===== config.mk =====
export PLATFORM = sky130hd
export DESIGN_NAME = an_rx_sqrt_arb
export DESIGN_NICKNAME = d
export VERILOG_FILES = /design/src/rtl/an_rx_sqrt_arb_pkg.sv /design/src/rtl/an_rx_sqrt_arb_rr_pick.sv /design/src/rtl/an_rx_sqrt_arb.sv
export SDC_FILE = /design/constraint.sdc
export NUM_CORES = 1
export LEC_CHECK = 0
export BUFFER_PORTS_ARGS = -buffer_cell sky130_fd_sc_hd__buf_2
export CORE_MARGIN = 4
export CORE_UTILIZATION = 51
export CTS_CLUSTER_DIAMETER = 30
export DETAILED_ROUTE_END_ITERATION = 7
export GPL_TIMING_DRIVEN = 0
export HOLD_SLACK_MARGIN = 0.03
export PLACE_DENSITY = 0.87
export SYNTH_ARGS = -nofsm -noshare
export SYNTH_HDL_FRONTEND = slang
export SYNTH_SLANG_ARGS = --single-unit

===== constraint.sdc =====
create_clock -name CK_i -period 2.5 [get_ports CK_i]
set_input_delay 0.125 -clock CK_i [delete_from_list [all_inputs] [get_ports CK_i]]
set_output_delay 0.125 -clock CK_i [all_outputs]
set_load 0.005 [all_outputs]

===== src/rtl/an_rx_sqrt_arb_pkg.sv =====
// an_rx_sqrt_arb_pkg: shared types and constants for the AN receive SQRT arbiter.
// Holds the arbiter state encoding, the channel-index width helper and the
// default root width / watchdog limit.
package an_rx_sqrt_arb_pkg;

  typedef enum logic [1:0] {
    ST_IDLE  = 2'd0,
    ST_ISSUE = 2'd1,
    ST_WAIT  = 2'd2,
    ST_PUB   = 2'd3
  } arb_st_e;

  localparam int AN_SQ_W_DEF   = 12;
  localparam int AN_SQ_TMO_DEF = 64;

  // ceil(log2(n)), never below 1 so a channel index always has a bit
  function automatic int ch_w(input int n);
    int w;
    w = 1;
    while ((1 << w) < n) w++;
    return w;
  endfunction

endpackage


===== src/rtl/an_rx_sqrt_arb_rr_pick.sv =====
// an_rx_rr_pick: combinational rotate-priority encoder. Searches the pending
// mask starting one past the last granted channel, wrapping modulo C_CH, and
// returns whether anything is pending plus the first hit.
module an_rx_rr_pick #(
  parameter int C_CH = 4,
  parameter int CW   = 2
) (
  input  logic [C_CH-1:0] pend,
  input  logic [CW-1:0]   last,
  output logic            any,
  output logic [CW-1:0]   sel
);

  logic [CW-1:0] idx;

  // Walk offsets from farthest to nearest so the nearest pending channel wins
  always_comb begin
    any = 1'b0;
    sel = '0;
    idx = '0;
    for (int i = C_CH; i >= 1; i--) begin
      idx = CW'((int'(last) + i) % C_CH);
      if (pend[idx]) begin
        any = 1'b1;
        sel = idx;
      end
    end
  end

endmodule


===== src/rtl/an_rx_sqrt_arb.sv =====
// an_rx_sqrt_arb: round-robin share of one SQRT engine among C_CH level
// detectors. One pending word per channel, one engine transaction at a time,
// results published with their channel and kept per channel in LVs_o.
// Optional watchdog: define AN_RX_SQRT_ARB_WDOG_EN to abort a WAIT that lasts
// C_TMO cycles, publishing an all-ones root and setting sticky TMO_o.
module an_rx_sqrt_arb
  import an_rx_sqrt_arb_pkg::*;
#(
  parameter int C_CH  = 4,
  parameter int C_W   = AN_SQ_W_DEF,
  parameter int C_TMO = AN_SQ_TMO_DEF
) (
  input  logic                    CK_i,
  input  logic                    RST_i,
  input  logic [C_CH-1:0]         REQs_i,
  input  logic [C_CH*2*C_W-1:0]   DATs_i,
  output logic                    SQ_REQ_o,
  output logic [2*C_W-1:0]        SQ_DATs_o,
  input  logic [C_W-1:0]          SQ_QQs_i,
  input  logic                    SQ_DONE_i,
  output logic [C_W-1:0]          QQs_o,
  output logic [ch_w(C_CH)-1:0]   CH_o,
  output logic                    VLD_o,
  output logic [C_CH*C_W-1:0]     LVs_o,
  output logic [C_CH-1:0]         OVRs_o,
  input  logic                    OVR_CLR_i,
  output logic                    BUSY_o,
  output logic                    TMO_o
);

  localparam int CW = ch_w(C_CH);

  arb_st_e                       st_q, st_d;
  logic [C_CH-1:0]               pend_q;
  logic [C_CH-1:0][2*C_W-1:0]    dat_q;
  logic [C_CH-1:0][2*C_W-1:0]    dat_in;
  logic [C_CH-1:0][C_W-1:0]      lv_q;
  logic [C_CH-1:0]               ovr_q;
  logic [C_CH-1:0]               gnt_hit;
  logic [CW-1:0]                 last_q, gnt_q, ch_q, sel;
  logic [2*C_W-1:0]              sq_dat_q;
  logic [C_W-1:0]                qq_q;
  logic                          any, gnt_fire, done_fire, tmo_hit;

  assign dat_in = DATs_i;

  an_rx_rr_pick #(.C_CH(C_CH), .CW(CW)) u_pick (
    .pend (pend_q),
    .last (last_q),
    .any  (any),
    .sel  (sel)
  );

  assign gnt_fire  = (st_q == ST_IDLE) && any;
  // DONE only counts in WAIT; an early pulse during ISSUE is dropped
  assign done_fire = (st_q == ST_WAIT) && SQ_DONE_i;

  // One-hot of the channel granted this cycle (zero when no grant)
  always_comb begin
    gnt_hit = '0;
    for (int k = 0; k < C_CH; k++)
      gnt_hit[k] = gnt_fire && (sel == CW'(k));
  end

  // State register
  always_ff @(posedge CK_i) begin
    if (RST_i) st_q <= ST_IDLE;
    else       st_q <= st_d;
  end

  // Next-state: grant -> one-cycle issue -> wait for root -> one-cycle publish
  always_comb begin
    st_d = st_q;
    case (st_q)
      ST_IDLE:  if (any) st_d = ST_ISSUE;
      ST_ISSUE: st_d = ST_WAIT;
      ST_WAIT:  if (SQ_DONE_i || tmo_hit) st_d = ST_PUB;
      ST_PUB:   st_d = ST_IDLE;
      default:  st_d = ST_IDLE;
    endcase
  end

  // Per-channel pending slot and sticky overrun; a request in the grant cycle
  // simply re-arms the slot since the old word has already been taken
  always_ff @(posedge CK_i) begin
    if (RST_i) begin
      pend_q <= '0;
      dat_q  <= '0;
      ovr_q  <= '0;
    end else begin
      for (int k = 0; k < C_CH; k++) begin
        if (REQs_i[k]) begin
          pend_q[k] <= 1'b1;
          dat_q[k]  <= dat_in[k];
        end else if (gnt_hit[k]) begin
          pend_q[k] <= 1'b0;
        end
        if (REQs_i[k] && pend_q[k] && !gnt_hit[k]) ovr_q[k] <= 1'b1;
        else if (OVR_CLR_i)                         ovr_q[k] <= 1'b0;
      end
    end
  end

  // Grant bookkeeping, engine operand and result capture
  always_ff @(posedge CK_i) begin
    if (RST_i) begin
      last_q   <= CW'(C_CH - 1);
      gnt_q    <= '0;
      sq_dat_q <= '0;
      qq_q     <= '0;
      ch_q     <= '0;
      lv_q     <= '0;
    end else begin
      if (gnt_fire) begin
        last_q   <= sel;
        gnt_q    <= sel;
        sq_dat_q <= dat_q[sel];
      end
      if (done_fire) begin
        qq_q        <= SQ_QQs_i;
        ch_q        <= gnt_q;
        lv_q[gnt_q] <= SQ_QQs_i;
      end else if (tmo_hit) begin
        qq_q        <= '1;
        ch_q        <= gnt_q;
        lv_q[gnt_q] <= '1;
      end
    end
  end

`ifdef AN_RX_SQRT_ARB_WDOG_EN
  localparam int TW = $clog2(C_TMO + 1);

  logic [TW-1:0] wd_q;
  logic          tmo_q;

  // Fires on the C_TMO-th WAIT cycle if the engine still has not answered
  assign tmo_hit = (st_q == ST_WAIT) && !SQ_DONE_i && (wd_q == TW'(C_TMO - 1));

  // WAIT-cycle counter and sticky timeout flag
  always_ff @(posedge CK_i) begin
    if (RST_i) begin
      wd_q  <= '0;
      tmo_q <= 1'b0;
    end else begin
      if (st_q == ST_WAIT) wd_q <= wd_q + 1'b1;
      else                 wd_q <= '0;
      if (tmo_hit) tmo_q <= 1'b1;
    end
  end

  assign TMO_o = tmo_q;
`else
  assign tmo_hit = 1'b0;
  assign TMO_o   = 1'b0;
`endif

  assign SQ_REQ_o  = (st_q == ST_ISSUE);
  assign SQ_DATs_o = sq_dat_q;
  assign QQs_o     = qq_q;
  assign CH_o      = ch_q;
  assign VLD_o     = (st_q == ST_PUB);
  assign LVs_o     = lv_q;
  assign OVRs_o    = ovr_q;
  assign BUSY_o    = (st_q != ST_IDLE);

endmodule


Word level (Yosys, flattened, before mapping)
Index checks and enable logic that the tools add are counted.
Word-level totals
  bits in registers: 196
  input bits: 116
  output and inout port bits: 94
Operators by class
  $add $sub $neg: 4
  order comparisons: 7
  equality and inequality tests: 8
  muxes and demuxes: 37
  reductions and logical operators: 31
Operator list (count)
  binary-select mux 24 bit (select 2 bit): 1
  bitwise mux 48 bit: 1
  demux 12 bit (select 2 bit): 1
  2-to-1 mux 24 bit: 1
  2-to-1 mux 1 bit: 21
  less-than comparator 2 x 3 -> 1 bit (second input constant): 6
  nonzero test 2 bit: 9
  logical AND 1 bit: 15
  2-to-1 mux 12 bit: 1
  2-to-1 mux 2 bit: 6
  binary-select mux 1 bit (select 2 bit): 4
  == test 2 bit (second input constant): 4
  case mux 2 bit (4 select lines): 1
  adder 2 x 1 -> 2 bit (second input constant): 2
  adder 2 bit (second input constant): 2
  == test 2 x 1 -> 1 bit (second input constant): 2
  zero test 1 bit: 4
  zero test 2 bit: 2
  inequality test 2 bit (second input constant): 2
  greater-or-equal comparator 2 x 1 -> 1 bit (second input constant): 1
  AND reduction 2 bit: 1

Depth between registers and ports, before layout
  depth in word-level cells: 12
  gate-level depth with buffers: 9
  depth with buffers taken out: 7

Hierarchy
From an unflattened synthesis, not the netlist that was laid out.
Second synthesis, totals
  cells, all modules: 810
  area total of the unflattened synthesis: 7768.7 µm²
By module, submodules not included
  an_rx_sqrt_arb: instances 1, cells an instance 796, area each 7677.4 µm², seq. area each 3923.8 µm²
  an_rx_rr_pick: instances 1, cells an instance 14, area each 91.3 µm², seq. area each 0.0 µm²

Worst setup path after synthesis
OpenSTA, ideal clock, no wires.
  path type: reg2reg
  start: reg st_q[0]
  end: reg sq_dat_q[13], in the netlist SQ_DATs_o[13]
  arrival time: 1671 ps
  data required time: 2417 ps
  path slack: 746 ps
  cell stages (with the launch flop): 9
  period minus slack after synthesis: 1754 ps
  cells stage by stage: dfxtp_1 inv_1 ha_1 inv_1 nor2_1 buf_2 nand3_1 mux2_1 o221ai_1
Between the ends
  word-level cells in the longest chain between the ends: 2
RTL lines
  start: declaration: RTL line an_rx_sqrt_arb.sv:33  | arb_st_e st_q, st_d;
  start signal: assignment: RTL line an_rx_sqrt_arb.sv:68  | else st_q <= st_d;
  zero test 2 bit: RTL line an_rx_sqrt_arb.sv:54  | assign gnt_fire = (st_q == ST_IDLE) && any;
  logical AND 1 bit: RTL line an_rx_sqrt_arb.sv:54
  end signal: assignment: RTL line an_rx_sqrt_arb.sv:117  | sq_dat_q <= dat_q[sel];
  end: declaration: RTL line an_rx_sqrt_arb.sv:41  | logic [2*C_W-1:0] sq_dat_q;
No other way between the ends.
A chain may end at the register's enable or synchronous reset.

Final worst setup path
  start: reg st_q[1]
  end: reg sq_dat_q[4], in the netlist SQ_DATs_o[4]
The elaborated chain is that of the path after synthesis.

==> run metrics <==
CTS root buf=clkbuf_16; Hold Path Stages=3; setup bufs post-CTS=0; Slew Limit Fails=0; ys async rst share=0%; # IOs=210; Worst Setup EP=SQ_DATs_o[4]$_SDFFE_PP0P_; number of DRC markers in iteration 0=743; mux contribution to synthesized area=13.4%; Final Net Count=1,364; CP startpoint kind=register; CP peak stage delay=0.36 ns; Core Region=15,300 sq um; Final Skew=0.0117 ns; Initial Util=52.1%; final setup violating endpoints=0; CP Data Arrival Time=2.64 ns; CP required=2.82 ns; Max Buffers Root-to-Sink=2; Pint=5.78 mW; Hold WC Path Type=input pin to register; die height=133 microns; FF-to-FF path depth=8; post-synthesis adder-cell area fraction=0.787%; P_leak=4.79 nW; Syn-to-layout area delta=37.6%; routed via count=8,329; Syn Area/Cell=8.73 sq um; maximum number of pins on one net before global-route repair=21; clock share of power=31.9%; r2r endpoint=SQ_DATs_o[4]$_SDFFE_PP0P_; Sink Count=196; number of synthesized register bits=196; clock insertion delay at the later pin of the skew report=0.45 ns; Power Total=8.87 mW; DRT antenna net count=0; antenna violations before repair=0; syn_nets=1,032; Max Fanout on Critical Path=10; Cell variety after synth=37; Design Area, Final=10,900 sq um; die span in x=133 microns; sequential cell fraction of total power=41.6%; Max-cap violations=0; Sw Ratio=34.8%; CP endpoint kind=register; fin crit share=92.5%; GRT overflow=0; RSZ-0062 raised after global routing=no; layout cell share with drive strength beyond 1=21.3%; CTS tree=built; wire per inst=19.5 microns; CP Launch Point=st_q[1]$_SDFFE_PP0P_; number of iterations in the first detailed-routing pass=7; crit path max-delay cell type=ha_1; H-tree depth=4; Worst Setup Slack, final=0.188 ns; most frequent cells in the layout=buf_2 (226), dfxtp_1 (196), nand2_1 (130); Switching Power=3.09 mW; Cell Pwr Density=810 nW/um^2; Post-synth EDFFs=0; Detailed Route WL=28.7 mm; Rel. slew slack=55.0%; Mapped Cells=911; sequential-to-total area share from yosys stat=49.3%; Comb power frac=26.5%; vias in the first global route=8,414; Fin. Hold Viols=0; DRC Markers=0; Post-DP Area=9240 sq um; first-pass GRT wire length=43.7 mm; status=completed; worst slew pin tran=0.675 ns; PortBufs=204; critical path class=register to register; Synth Area in XOR/XNOR=0%; complex-gate fraction of the synthesized area=16.0%; Critical Path Most Common Cell=inv_1; final setup TNS=0 ns; routability cong.=0.887; worst path cell trace=inv_1, ha_1, inv_1, nor2_2, buf_2, clkbuf_2, o21ai_0, a211oi_1; Worst-path clk slew=0.08 ns; largest family of logic cells by synthesized area=compound AO/OA/AOI/OAI gates; post-layout min period=2.31 ns; pre-CTS WS=0.217 ns; GRT Total Usage=31.3%; routed vias/inst=5.67; most common cell after layout, fill and taps aside=buf_2; R2R Path Start=st_q[1]$_SDFFE_PP0P_; Fillers=1,052; dpl hpwl=17.9 mm; Peak VDD IR=0.000612 V; Simple-Gate Fraction of Synth Area=14.2%; Rows=45; Die Area=17,700 sq um; Most used DFF post-synth=dfxtp_1; fmax=0.433 GHz; CTS Buf Count=17; reg-to-reg setup timing slack=0.19 ns; Synthesis Warnings=0; synthesized cell area=7950 sq um
==> timing repair <==
action                                 4_1_cts  5_1_grt
hold buffers                               109        0
setup endpoints to repair                    0        8
gates resized for setup                      0        3
endpoints found under the hold margin      160        0
==> routing by layer <==
layer | GRT usage, % | vias to the layer above | wire length [microns]
li1 | - | 3784 | -
met1 | 36.3 | 3866 | 10500
met2 | 54.2 | 552 | 13900
met3 | 6.62 | 127 | 2610
met4 | 16.6 | 0 | 1680
met5 | 0 | - | 0
==> worst min-delay path by stage <==
stage                startpoint                         end  slack [ns]
detailed placement   DATs_i[37]      dat_q[37]$_SDFFE_PP0P_        0.37
CTS                       RST_i  SQ_DATs_o[19]$_SDFFE_PP0P_         0.1
floorplan           SQ_QQs_i[0]       LVs_o[0]$_SDFFE_PP0P_        0.26
global route              RST_i  SQ_DATs_o[19]$_SDFFE_PP0P_        0.13
finish                    RST_i  SQ_DATs_o[19]$_SDFFE_PP0P_        0.11
global placement     DATs_i[52]      dat_q[52]$_SDFFE_PP0P_        0.36
==> power groups by stage <==
stage / clock network [mW] / logic, mW / registers (mW)
6_report: 2.83 / 2.35 / 3.69
5_1_grt: 2.95 / 2.50 / 3.71
4_1_cts: 2.79 / 2.23 / 3.66
3_5_place_dp: 0 / 2.08 / 3.73
3_3_place_gp: 0 / 2.03 / 3.71
2_1_floorplan: 0 / 1.25 / 3.70
==> area by class of cell <==
cell class | count | area, sq um | share of cell area (%)
sequential | 196 | 3920 | 35.8
multi-input combinational | 594 | 3540 | 32.3
timing repair buffer | 313 | 2110 | 19.3
clock buffer | 17 | 425 | 3.89
buffer | 75 | 322 | 2.94
tap | 211 | 264 | 2.41
clock inverter | 15 | 186 | 1.70
inverter | 46 | 173 | 1.58
antenna | 1 | 2.50 | 0.0229
==> Yosys cell counts (2+ instances only) <==
cell	number	area share, %
mux2i_1	101	13
and3_1	3	0.24
nand3b_1	4	0.38
a31oi_1	38	3.0
dfxtp_1	196	49
a21oi_1	70	4.4
nor2_1	108	5.1
inv_1	46	2.2
o21ai_0	25	1.6
nand2_1	130	6.1
mux2_1	5	0.71
clkbuf_1	45	2.1
nand2b_1	5	0.39
ha_1	5	0.79
buf_1	6	0.28
buf_2	22	1.4
o31ai_1	4	0.38
and2_1	2	0.16
a211oi_1	58	5.5
nor3_1	2	0.13
o221ai_1	4	0.44
nand3_1	17	1.1
==> logic make-up (layout without fill, tap and decap cells) <==
kind of cell,count (synthesis),after routing
simple gates,277,277
buf+inv,121,466
fa+ha+maj,5,5
compound gates,205,205
other cells,1,2
flops,196,196
mux,106,106
==> through the flow <==
stage / util [%] / instances / hold slack (ns)
after floorplan: - / 911 / 0.261
after global placement: 60.5 / 1326 / 0.357
after detailed placement: 60.5 / 1326 / 0.368
after CTS: 71.7 / 1467 / 0.0985
after global routing: 71.7 / 1467 / 0.129
final: 71.7 / 1468 / 0.115
==> critical path: cells and delay by family (launching register included) <==
kind / cells / cell delay, ns
AND/OR/NAND/NOR: 1 / 0.29
flip-flops: 1 / 0.33
buffers and inverters: 4 / 0.77
adder cells (fa/ha/maj): 1 / 0.36
AO/OA/AOI/OAI: 2 / 0.44
==> sequential cells by signal (all words and copies together), names as in the netlist <==
name / flops
OVRs_o: 4
dat_q: 96
pend_q: 4
LVs_o: 48
SQ_DATs_o: 24
last_q: 2
QQs_o: 12
gnt_q: 2
st_q: 2
CH_o: 2
(Power assumes the default switching activity.)
